<file path="src/rtl/tpu_layer_sequencer_if.sv">
// Host command and fill/load/compute controller signals for tpu_layer_sequencer.
// The master modport is the sequencer side. The slave modport is the host plus
// the controllers.
interface tpu_layer_sequencer_if #(
    parameter int ADDR_WIDTH = 8,
    parameter int CNT_WIDTH  = 4
);
    logic                  cmd_valid;
    logic                  cmd_ready;
    logic [ADDR_WIDTH-1:0] cmd_weight_base;
    logic [ADDR_WIDTH-1:0] cmd_input_base;
    logic [CNT_WIDTH-1:0]  cmd_num_row;
    logic [CNT_WIDTH-1:0]  cmd_num_col;
    logic                  cmd_reuse_w;

    logic                  fill_start;
    logic [ADDR_WIDTH-1:0] fill_base_addr;
    logic [CNT_WIDTH-1:0]  fill_num_row;
    logic [CNT_WIDTH-1:0]  fill_num_col;
    logic                  fill_done;

    logic                  wload_start;
    logic                  wload_done;

    logic                  comp_start;
    logic [ADDR_WIDTH-1:0] comp_base_addr;
    logic                  comp_done;

    logic                  busy;
    logic                  done;
    logic                  err;

    modport master (
        input  cmd_valid, cmd_weight_base, cmd_input_base, cmd_num_row, cmd_num_col,
               cmd_reuse_w, fill_done, wload_done, comp_done,
        output cmd_ready, fill_start, fill_base_addr, fill_num_row, fill_num_col,
               wload_start, comp_start, comp_base_addr, busy, done, err
    );

    modport slave (
        output cmd_valid, cmd_weight_base, cmd_input_base, cmd_num_row, cmd_num_col,
               cmd_reuse_w, fill_done, wload_done, comp_done,
        input  cmd_ready, fill_start, fill_base_addr, fill_num_row, fill_num_col,
               wload_start, comp_start, comp_base_addr, busy, done, err
    );
endinterface

</file>
<file path="src/rtl/tpu_layer_sequencer.sv">
// Layer sequencer: fill -> weight load -> compute, one phase at a time.
// The optional wait-phase watchdog is built only when SEQ_WATCHDOG_EN is defined.
//
// state       | meaning
// ------------+--------------------------------------------------------------
// IDLE        | ready for a command
// FILL_START  | one-cycle start pulse to the fill controller
// FILL_WAIT   | waiting for fill_done
// LOAD_START  | one-cycle start pulse to the weight loader
// LOAD_WAIT   | waiting for wload_done
// COMP_START  | one-cycle start pulse to the compute controller
// COMP_WAIT   | waiting for comp_done
// DONE        | one-cycle layer-complete pulse
module tpu_layer_sequencer #(
    parameter int SYS_ARR_ROWS = 16,
    parameter int SYS_ARR_COLS = 16,
    parameter int ADDR_WIDTH   = 8,
    parameter int WDOG_CYCLES  = 1024
) (
    input  logic                  clk,
    input  logic                  reset,
    tpu_layer_sequencer_if.master bus
);
    localparam int CNT_W = $clog2(SYS_ARR_ROWS);

    // Row and column index fields share one width, sized from the row count.
    if (SYS_ARR_COLS > SYS_ARR_ROWS) begin : g_cols_chk
        $error("SYS_ARR_COLS must not exceed SYS_ARR_ROWS");
    end
    if (WDOG_CYCLES < 2) begin : g_wdog_chk
        $error("WDOG_CYCLES must be at least 2");
    end

    typedef enum logic [2:0] {
        ST_IDLE       = 3'd0,
        ST_FILL_START = 3'd1,
        ST_FILL_WAIT  = 3'd2,
        ST_LOAD_START = 3'd3,
        ST_LOAD_WAIT  = 3'd4,
        ST_COMP_START = 3'd5,
        ST_COMP_WAIT  = 3'd6,
        ST_DONE       = 3'd7
    } state_t;

    state_t                state_q, state_d;
    logic                  weights_loaded_q, weights_loaded_d;
    logic [ADDR_WIDTH-1:0] weight_base_q, weight_base_d;
    logic [ADDR_WIDTH-1:0] input_base_q, input_base_d;
    logic [CNT_W-1:0]      num_row_q, num_row_d;
    logic [CNT_W-1:0]      num_col_q, num_col_d;
    logic                  fill_start_q, fill_start_d;
    logic                  wload_start_q, wload_start_d;
    logic                  comp_start_q, comp_start_d;
    logic                  done_q, done_d;

`ifdef SEQ_WATCHDOG_EN
    localparam int WDOG_W = $clog2(WDOG_CYCLES);
    logic [WDOG_W-1:0] wdog_cnt_q, wdog_cnt_d;
    logic              err_q, err_d;
    logic              in_wait;
`endif

    // Next-state, command latching and registered-output decode.
    always_comb begin
        state_d          = state_q;
        weights_loaded_d = weights_loaded_q;
        weight_base_d    = weight_base_q;
        input_base_d     = input_base_q;
        num_row_d        = num_row_q;
        num_col_d        = num_col_q;
`ifdef SEQ_WATCHDOG_EN
        wdog_cnt_d       = '0;
        err_d            = 1'b0;
        in_wait          = 1'b0;
`endif

        case (state_q)
            ST_IDLE: begin
                if (bus.cmd_valid) begin
                    weight_base_d = bus.cmd_weight_base;
                    input_base_d  = bus.cmd_input_base;
                    num_row_d     = bus.cmd_num_row;
                    num_col_d     = bus.cmd_num_col;
                    if (!bus.cmd_reuse_w) begin
                        weights_loaded_d = 1'b0;
                    end
                    if (bus.cmd_reuse_w && weights_loaded_q) begin
                        state_d = ST_COMP_START;
                    end else begin
                        state_d = ST_FILL_START;
                    end
                end
            end
            ST_FILL_START: state_d = ST_FILL_WAIT;
            ST_FILL_WAIT: begin
                if (bus.fill_done) begin
                    state_d = ST_LOAD_START;
                end
            end
            ST_LOAD_START: state_d = ST_LOAD_WAIT;
            ST_LOAD_WAIT: begin
                if (bus.wload_done) begin
                    weights_loaded_d = 1'b1;
                    state_d          = ST_COMP_START;
                end
            end
            ST_COMP_START: state_d = ST_COMP_WAIT;
            ST_COMP_WAIT: begin
                if (bus.comp_done) begin
                    state_d = ST_DONE;
                end
            end
            ST_DONE: state_d = ST_IDLE;
            default: state_d = ST_IDLE;
        endcase

`ifdef SEQ_WATCHDOG_EN
        // The counter is zero in the first wait cycle and advances while the wait continues.
        // Abort on the edge where the count would reach WDOG_CYCLES-1.
        in_wait = (state_q == ST_FILL_WAIT) || (state_q == ST_LOAD_WAIT) ||
                  (state_q == ST_COMP_WAIT);
        if (in_wait && (state_d == state_q)) begin
            if (wdog_cnt_q == WDOG_W'(WDOG_CYCLES - 2)) begin
                state_d          = ST_IDLE;
                weights_loaded_d = 1'b0;
                err_d            = 1'b1;
            end else begin
                wdog_cnt_d = wdog_cnt_q + 1'b1;
            end
        end
`endif

        fill_start_d  = (state_d == ST_FILL_START);
        wload_start_d = (state_d == ST_LOAD_START);
        comp_start_d  = (state_d == ST_COMP_START);
        done_d        = (state_d == ST_DONE);
    end

    // State, configuration and pulse registers; reset aborts any layer in flight.
    always_ff @(posedge clk or negedge reset) begin
        if (!reset) begin
            state_q          <= ST_IDLE;
            weights_loaded_q <= 1'b0;
            weight_base_q    <= '0;
            input_base_q     <= '0;
            num_row_q        <= '0;
            num_col_q        <= '0;
            fill_start_q     <= 1'b0;
            wload_start_q    <= 1'b0;
            comp_start_q     <= 1'b0;
            done_q           <= 1'b0;
        end else begin
            state_q          <= state_d;
            weights_loaded_q <= weights_loaded_d;
            weight_base_q    <= weight_base_d;
            input_base_q     <= input_base_d;
            num_row_q        <= num_row_d;
            num_col_q        <= num_col_d;
            fill_start_q     <= fill_start_d;
            wload_start_q    <= wload_start_d;
            comp_start_q     <= comp_start_d;
            done_q           <= done_d;
        end
    end

`ifdef SEQ_WATCHDOG_EN
    // Watchdog counter and abort pulse.
    always_ff @(posedge clk or negedge reset) begin
        if (!reset) begin
            wdog_cnt_q <= '0;
            err_q      <= 1'b0;
        end else begin
            wdog_cnt_q <= wdog_cnt_d;
            err_q      <= err_d;
        end
    end
    assign bus.err = err_q;
`else
    assign bus.err = 1'b0;
`endif

    assign bus.cmd_ready      = (state_q == ST_IDLE);
    assign bus.busy           = (state_q != ST_IDLE);
    assign bus.fill_start     = fill_start_q;
    assign bus.fill_base_addr = weight_base_q;
    assign bus.fill_num_row   = num_row_q;
    assign bus.fill_num_col   = num_col_q;
    assign bus.wload_start    = wload_start_q;
    assign bus.comp_start     = comp_start_q;
    assign bus.comp_base_addr = input_base_q;
    assign bus.done           = done_q;
endmodule
</file>
<file path="src/flat_wrapper.sv">
// flat-port wrapper written by rule: the top's interface ports become plain ports
module tpu_layer_sequencer_flat 
#(
    parameter int SYS_ARR_ROWS = 16,
    parameter int SYS_ARR_COLS = 16,
    parameter int ADDR_WIDTH   = 8,
    parameter int WDOG_CYCLES  = 1024
)
  (clk, reset, bus_cmd_valid, bus_cmd_weight_base, bus_cmd_input_base, bus_cmd_num_row, bus_cmd_num_col, bus_cmd_reuse_w, bus_fill_done, bus_wload_done, bus_comp_done, bus_cmd_ready, bus_fill_start, bus_fill_base_addr, bus_fill_num_row, bus_fill_num_col, bus_wload_start, bus_comp_start, bus_comp_base_addr, bus_busy, bus_done, bus_err);
  tpu_layer_sequencer_if #(.ADDR_WIDTH(ADDR_WIDTH)) bus_i ();
  input  logic clk;
  input  logic reset;
  input wire logic [$bits(bus_i.cmd_valid)-1:0] bus_cmd_valid;
  input wire logic [$bits(bus_i.cmd_weight_base)-1:0] bus_cmd_weight_base;
  input wire logic [$bits(bus_i.cmd_input_base)-1:0] bus_cmd_input_base;
  input wire logic [$bits(bus_i.cmd_num_row)-1:0] bus_cmd_num_row;
  input wire logic [$bits(bus_i.cmd_num_col)-1:0] bus_cmd_num_col;
  input wire logic [$bits(bus_i.cmd_reuse_w)-1:0] bus_cmd_reuse_w;
  input wire logic [$bits(bus_i.fill_done)-1:0] bus_fill_done;
  input wire logic [$bits(bus_i.wload_done)-1:0] bus_wload_done;
  input wire logic [$bits(bus_i.comp_done)-1:0] bus_comp_done;
  output wire logic [$bits(bus_i.cmd_ready)-1:0] bus_cmd_ready;
  output wire logic [$bits(bus_i.fill_start)-1:0] bus_fill_start;
  output wire logic [$bits(bus_i.fill_base_addr)-1:0] bus_fill_base_addr;
  output wire logic [$bits(bus_i.fill_num_row)-1:0] bus_fill_num_row;
  output wire logic [$bits(bus_i.fill_num_col)-1:0] bus_fill_num_col;
  output wire logic [$bits(bus_i.wload_start)-1:0] bus_wload_start;
  output wire logic [$bits(bus_i.comp_start)-1:0] bus_comp_start;
  output wire logic [$bits(bus_i.comp_base_addr)-1:0] bus_comp_base_addr;
  output wire logic [$bits(bus_i.busy)-1:0] bus_busy;
  output wire logic [$bits(bus_i.done)-1:0] bus_done;
  output wire logic [$bits(bus_i.err)-1:0] bus_err;
  assign bus_i.cmd_valid = bus_cmd_valid;
  assign bus_i.cmd_weight_base = bus_cmd_weight_base;
  assign bus_i.cmd_input_base = bus_cmd_input_base;
  assign bus_i.cmd_num_row = bus_cmd_num_row;
  assign bus_i.cmd_num_col = bus_cmd_num_col;
  assign bus_i.cmd_reuse_w = bus_cmd_reuse_w;
  assign bus_i.fill_done = bus_fill_done;
  assign bus_i.wload_done = bus_wload_done;
  assign bus_i.comp_done = bus_comp_done;
  assign bus_cmd_ready = bus_i.cmd_ready;
  assign bus_fill_start = bus_i.fill_start;
  assign bus_fill_base_addr = bus_i.fill_base_addr;
  assign bus_fill_num_row = bus_i.fill_num_row;
  assign bus_fill_num_col = bus_i.fill_num_col;
  assign bus_wload_start = bus_i.wload_start;
  assign bus_comp_start = bus_i.comp_start;
  assign bus_comp_base_addr = bus_i.comp_base_addr;
  assign bus_busy = bus_i.busy;
  assign bus_done = bus_i.done;
  assign bus_err = bus_i.err;
  tpu_layer_sequencer #(.SYS_ARR_ROWS(SYS_ARR_ROWS), .SYS_ARR_COLS(SYS_ARR_COLS), .ADDR_WIDTH(ADDR_WIDTH), .WDOG_CYCLES(WDOG_CYCLES)) u_core (.clk(clk), .reset(reset), .bus(bus_i));
endmodule
</file>
<file path="config.mk">
export PLATFORM = sky130hd
export DESIGN_NAME = tpu_layer_sequencer_flat
export DESIGN_NICKNAME = d
export VERILOG_FILES = /design/src/rtl/tpu_layer_sequencer_if.sv /design/src/rtl/tpu_layer_sequencer.sv /design/src/flat_wrapper.sv
export SDC_FILE = /design/constraint.sdc
export NUM_CORES = 1
export LEC_CHECK = 0
export ABC_AREA = 1
export BUFFER_PORTS_ARGS = -buffer_cell sky130_fd_sc_hd__buf_2
export CAP_MARGIN = 20
export CORE_AREA = 8 8 64 66
export DETAILED_ROUTE_END_ITERATION = 16
export DIE_AREA = 0 0 72 74
export GPL_ROUTABILITY_DRIVEN = 1
export PLACE_DENSITY = 0.77
export SETUP_SLACK_MARGIN = 0.15
export SYNTH_ARGS = -nofsm -noshare
export SYNTH_HDL_FRONTEND = slang
export SYNTH_SLANG_ARGS = --single-unit
</file>
<file path="constraint.sdc">
create_clock -name clk -period 1.4 [get_ports clk]
set_input_delay 0 -clock clk [delete_from_list [all_inputs] [get_ports clk]]
set_output_delay 0 -clock clk [all_outputs]
set_load 0.02 [all_outputs]
</file>
==> results.md, run 1 <==
- IO buf count: 60
- Die X-Extent: ~72 um
- Share of post-route cells with drive strength above 1: 0.365
- Sequential element share of the synthesized area: 0.578
- CTS Root Cell: clkbuf_4
- Layout area overhead: 58.5%
- CP Data Arrival Time: roughly 1.3 ns
- Slew @ Worst Pin: 0.697 ns
- CTS tree: done
- Cells after Synth: between 150 and 200
- Total of max-cap violations: 0
- Initial antenna violation count: 0
- Worst slew margin: 0.535
- Worst Setup Start Kind: register
- Core Area: 0.00318 mm2
- Starting density of the core: 0.436
- Critical path's top delay family: flip-flops
- RSZ-0062 raised after global routing: yes
- Power Dens Cells: 2060 mW/mm2
- Worst Path Required: between 1 and 1.5 ns
- I/O pins: 62
- Die area: 0.00533 mm2
- Post-synth top area cell: dfrtp_1
- Clk sinks: 32
- Final period utilization: 0.900
- Post-route ant nets: 0
- Num CTS Buffers: 5
- Post-synth net total: 185
- Crit-path cells: inv_2 -> nand2_4 -> nor2_8 -> buf_6 -> inv_2 -> buf_6
- GRT overflow: 0
- Non-Filler Instances: 301
- Vias in the first global route: between 1000 and 1500
- Slowest CP cell: dfrtp_2
- Synthesized cell area: between 0.001 and 0.0015 mm2
- Post-synth top area share: 0.578
- Worst R2R Start: u_core.state_q[1]
- Ys Warns: 0
- Wire per inst: about 14 um
- First-pass GRT wire length: 6550 um
- Max Freq: 793 MHz
- Final setup violation count: 0
- Row cnt: 21
- WS Path Type: register to output pin
- Iter 0 DRT Violations: 83
- Fin. Hold Viols: 0
- Die Ht: 74 um
- H-Tree Depth: 2
- CP peak stage delay: roughly 0.43 ns
- Clock slew at reported path FFs: approximately 0.09 ns
- NumNets Final: 286
- Final Util: 0.691
- Worst Clk Skew: between 0.006 and 0.007 ns
- Total Routing Usage GR: 0.163
- Tot Pwr: ~4500 uW
- DRC: 0
- Vias per std cell: 4.60
- Worst min path class: input pin to register
- Clk_lat worst skew: ~0.33 ns
- Peak supply drop: between 1 and 1.5 mV
- Worst Path Max Fanout: 5
- Status: completed
- Setup TNS: 0 ns
- CTS max path bufs: 2
- Pin count of the biggest net entering global routing: 33
- Endpoint class of the critical path: output pin
- # fillers: 264
- Final Routed Wirelength: between 4000 and 5000 um
- Placed Instances: around 250
- Antenna diodes: 0
- DPL Wire Length: ~2500 um
- Final min period: 1.26 ns
- WP buf/inv: 4
- FF+latch count, synth: 32
- Leak: about 0.0012 uW
- RD Place Congestion: about 0.76
- Vias: 1386
- Hold path startpoint: bus_cmd_valid
- Worst Setup SP: u_core.state_q[1]
- Avg Inst Size Synth: around 9 um2
- Drt pass-1 iters: 4
- Count of pins over their slew limit: 0
- Synth cell types: 20
- Top area cells in the synthesized netlist: dfrtp_1 58%, nand2_1 15%, nand3_1 10%
[cell usage after synthesis (all sizes together)]
cell type	count
conb	1
xor2	1
nor3	2
inv	10
nor2	7
buf	9
dfrtp	32
nand3	28
nand4	1
a21oi	1
nand2	58
a21boi	1
o21ai	1
nand3b	2
[kinds of logic (layout without fill, tap and decap cells)]
family / after synthesis / count (layout) / share of synthesized area
compound gates: 3 / 3 / 0.0126
simple gates: 98 / 99 / 0.322
flops: 32 / 32 / 0.578
other cells: 1 / 1 / 0.00270
xor+xnor: 1 / 1 / 0.00632
buf+inv: 19 / 119 / 0.0785
[placed cells by master (no fill, tap or decap), types with 3 or more instances in the layout]
cell	synthesis	final
buf_2	3	58
buf_4	3	12
clkbuf_4	0	5
dfrtp_1	32	30
dlygate4sd3_1	0	29
inv_1	9	7
inv_2	1	3
nand2_1	54	54
nand3_1	28	28
nor2_1	6	4
[timing repair]
item                       4_1_cts  5_1_grt
setup endpoints to repair        4       30
buffers inserted                 7        3
pin swaps                        2        2
gates resized for setup          8       10
hold buffers                    29        0
gates cloned                     0        1
hold endpoints to repair        59        0
[path summary, 6_finish.rpt]
path | to | slack, ns | cells past startpoint
max reg2reg | u_core.bus.fill_num_row[1] | 0.15 | 7
max | bus_busy | 0.14 | 6
min in group asynchronous | u_core.bus.fill_num_col[2] | 0.25 | 2
max in group asynchronous | u_core.state_q[1] | 0.65 | 2
min reg2reg | u_core.bus.fill_base_addr[5] | 0.47 | 2
min | u_core.bus.fill_num_col[0] | 0.14 | 3
[metrics by stage]
step           setup slack [ns]  hold slack [ns]  area (um2)
5_1_grt                  0.0725            0.158        2200
6_report                  0.139            0.141        2200
3_3_place_gp              0.201           0.0878        1700
2_1_floorplan             0.279           -0.296        1390
4_1_cts                  0.0823           0.0665        2120
3_5_place_dp              0.153           0.0889        1700
[where the power goes]
part           leakage (uW)  internal, uW  switching (uW)
Clock             0.0000374           284             295
Combinational      0.000786           943            1450
Sequential         0.000403          1330             221
[registers in the layout, summed over array words and instances, names as in the netlist]
| register | cells |
|---|---|
| u_core.state_q | 3 |
| u_core.bus.fill_num_row | 4 |
| u_core.bus.comp_base_addr | 8 |
| u_core.weights_loaded_q | 1 |
| u_core.bus.fill_base_addr | 8 |
| u_core.bus.done | 1 |
| u_core.bus.fill_num_col | 4 |
| u_core.bus.fill_start | 1 |
| u_core.bus.wload_start | 1 |
| u_core.bus.comp_start | 1 |
[layout make-up]
cell class / instances / area [um2] / area share
multi-input combinational: 104 / 520 / 0.237
tap: 46 / 57.6 / 0.0262
timing repair buffer: 102 / 713 / 0.325
sequential: 32 / 803 / 0.366
inverter: 10 / 37.5 / 0.0171
clock buffer: 7 / 65.1 / 0.0296
[tightest hold or removal path, stage by stage]
cell and delay (ns):
buf_2 0.25, nand3_1 0.14, nand2_1 0.05
[metal layers]
layer / global-route usage / vias up / share of wire
met5: 0 / - / 0
met4: 0.0476 / 0 / 0.0095
met3: 0.0741 / 4 / 0.079
met2: 0.298 / 46 / 0.55
met1: 0.162 / 649 / 0.37
li1: - / 687 / -
(Power assumes the default switching activity.)
==> inputs of run 2 (changes only) <==
Settings changed: CELL_PAD_IN_SITES_DETAIL_PLACEMENT from default to 1, CELL_PAD_IN_SITES_GLOBAL_PLACEMENT from default to 1, CORE_AREA 8 8 64 66 to 8 8 74 76, DIE_AREA 0 0 72 74 to 0 0 82 84, PLACE_DENSITY 0.77 to default, PLACE_DENSITY_LB_ADDON from default to 0.1.
==> run 2 against run 1 <==
Hold slack got worse by 0.075 ns. Cell count rose by 1.3%. Setup slack got worse by 0.0034 ns. Critical path type unchanged. Highest routed layer unchanged.
==> results.md, run 2 (synthesized netlist as in run 1, its figures left out) <==
- Peak supply drop: 1.02 mV
- Hold depth: 5
- # fillers: slightly above 500
- Most common cell after layout, fill and taps aside: buf_2
- Worst Path Required: roughly 1.4 ns
- Vias in the first global route: roughly 1600
- Max Freq: roughly 790 MHz
- DRC: 0
- GRT overflow: 0
- WS Path Type: register to output pin
- Setup TNS: 0 ns
- Die X-Extent: a little over 80 um
- Worst Clk Skew: between 0.007 and 0.008 ns
- CP Data Arrival Time: approximately 1.3 ns
- Vias: approximately 1400
- IO buf count: 60
- Register area: 805 um2
- Status: completed
- Slew @ Worst Pin: 0.751 ns
- Most frequent cells in the layout: 58 x buf_2, 54 x nand2_1, 29 x dfrtp_1, 28 x nand3_1, 28 x dlygate4sd3_1
- Final min period: 1.26 ns
- Worst Path Max Fanout: 4
- H-Tree Depth: 2
- RD Place Congestion: approximately 0.84
- Clk sinks: 32
- Clk_lat worst skew: roughly 0.28 ns
- Clock slew at reported path FFs: around 0.070 ns
- Num CTS Buffers: 5
- FF-to-FF path depth: 7
- Net Switching: ~2000 uW
- First-pass GRT wire length: 7820 um
- CTS tree: done
- Comb pwr share: 0.488
- Starting density of the core: 0.325
- Reg power frac: 0.334
- Final period utilization: 0.903
- Core Area: between 0.004 and 0.005 mm2
- Non-Filler Instances: between 300 and 400
- Power Dens Cells: between 2000 and 2500 mW/mm2
- CTS max path bufs: 2
- Reg-to-reg slack, setup: between 0.15 and 0.2 ns
- Total Routing Usage GR: 0.143
- DPL Wire Length: 3180 um
- Share of post-route cells with drive strength above 1: 0.364
- Worst Setup Start Kind: register
- Multi-input logic area: a little under 500 um2
- Final setup violation count: 0
- Hold EP: u_core.weights_loaded_q
- Clock share of power: 0.178
- RSZ-0062 raised after global routing: yes
- Tot Pwr: about 4800 uW
- Hold path startpoint: bus_cmd_reuse_w
- Worst slew margin: 0.499
- Iter 0 DRT Violations: 38
- Vias per std cell: about 4.6
- Row cnt: 24
- Die area: around 0.0069 mm2
- Count of pins over their slew limit: 0
- Placed Instances: 260
- Endpoint class of the critical path: output pin
- Initial antenna violation count: 0
- Post-route ant nets: 0
- Layout area overhead: 59.3%
- Die Ht: about 84 um
- Leak: 0.00124 uW
- Critical R2R Capture: u_core.bus.comp_base_addr[7]
- Antenna diodes: 0
- Final Util: 0.518
- Final Routed Wirelength: 4710 um
- I/O pins: 62
- Internal power: 2780 uW
- Wire per inst: about 15 um
- NumNets Final: 283
- Worst min path class: input pin to register
- CTS Root Cell: clkbuf_8
- Pin count of the biggest net entering global routing: 33
- Drt pass-1 iters: 2
- Worst R2R Start: u_core.state_q[0]
- Total of max-cap violations: 0
- Fin. Hold Viols: 0
- Sw Ratio: 0.423
==> run 2: cell types whose count changed in the layout (fill, tap and decap cells not counted), sizes merged <==
cell	before	now
buf	73	72
bufinv	0	1
clkinv	0	1
dlygate4sd3	29	28
clkbuf	7	6
nand2	59	58
==> run 2: power by group through the flow <==
stage | logic, uW | registers (uW) | clock network [uW]
finish | 2360 | 1610 | 858
global route | 2580 | 1660 | 945
CTS | 2310 | 1600 | 892
detailed placement | 1970 | 1610 | 0
global placement | 1900 | 1580 | 0
floorplan | 931 | 1970 | 0
==> run 2: area by class of cell <==
class                           instances  area share
Sequential cell                        32       0.364
Multi-Input combinational cell        103       0.223
Inverter                               10      0.0170
Timing Repair Buffer                  100       0.318
Tap cell                               52      0.0295
Clock buffer                            6      0.0329
Clock inverter                          2      0.0159
==> run 2: timing repair <==
| action | 4_1_cts | 5_1_grt |
|---|---|---|
| buffers inserted | 7 | 2 |
| endpoints found under the setup margin | 6 | 30 |
| resized for setup | 14 | 4 |
| hold buffers | 28 | 0 |
| hold endpoints to repair | 59 | 0 |
| pin swaps | 2 | 3 |
==> run 2: routing by layer <==
layer | routed length [um] | global-route usage | up-vias
met3 | 315 | 0.0453 | 5
li1 | - | - | 675
met2 | 2550 | 0.261 | 33
met1 | 1810 | 0.152 | 698
met5 | 0 | 0 | -
met4 | 34 | 0.0288 | 0
==> run 2: worst max-delay path by stage <==
| stage | from | end | slack [ns] | cells after the start |
|---|---|---|---|---|
| after floorplan | u_core.state_q[1] | u_core.bus.comp_base_addr[7] | 0.28 | 7 |
| after global placement | u_core.state_q[2] | u_core.bus.fill_start | 0.18 | 5 |
| after detailed placement | u_core.state_q[2] | u_core.bus.fill_start | 0.08 | 5 |
| after CTS | u_core.state_q[1] | bus_busy | 0.11 | 6 |
| after global routing | u_core.state_q[1] | u_core.bus.fill_start | 0.08 | 5 |
| final | u_core.state_q[0] | bus_busy | 0.14 | 6 |
==> run 2: worst max-delay path: stages, from the launching register on <==
cell and delay (ns):
dfrtp_2 0.44, inv_2 0.09, nand2_4 0.07, nor2_8 0.12, buf_8 0.12, inv_2 0.03, buf_6 0.12
==> run 2: per-stage QoR <==
stage / hold slack (ns) / instance area [um2] / setup WS (ns)
detailed placement: 0.101 / 1700 / 0.0751
finish: 0.0662 / 2210 / 0.136
floorplan: -0.296 / 1390 / 0.279
global route: 0.0732 / 2210 / 0.0796
CTS: 0.0685 / 2180 / 0.109
global placement: 0.0969 / 1700 / 0.184
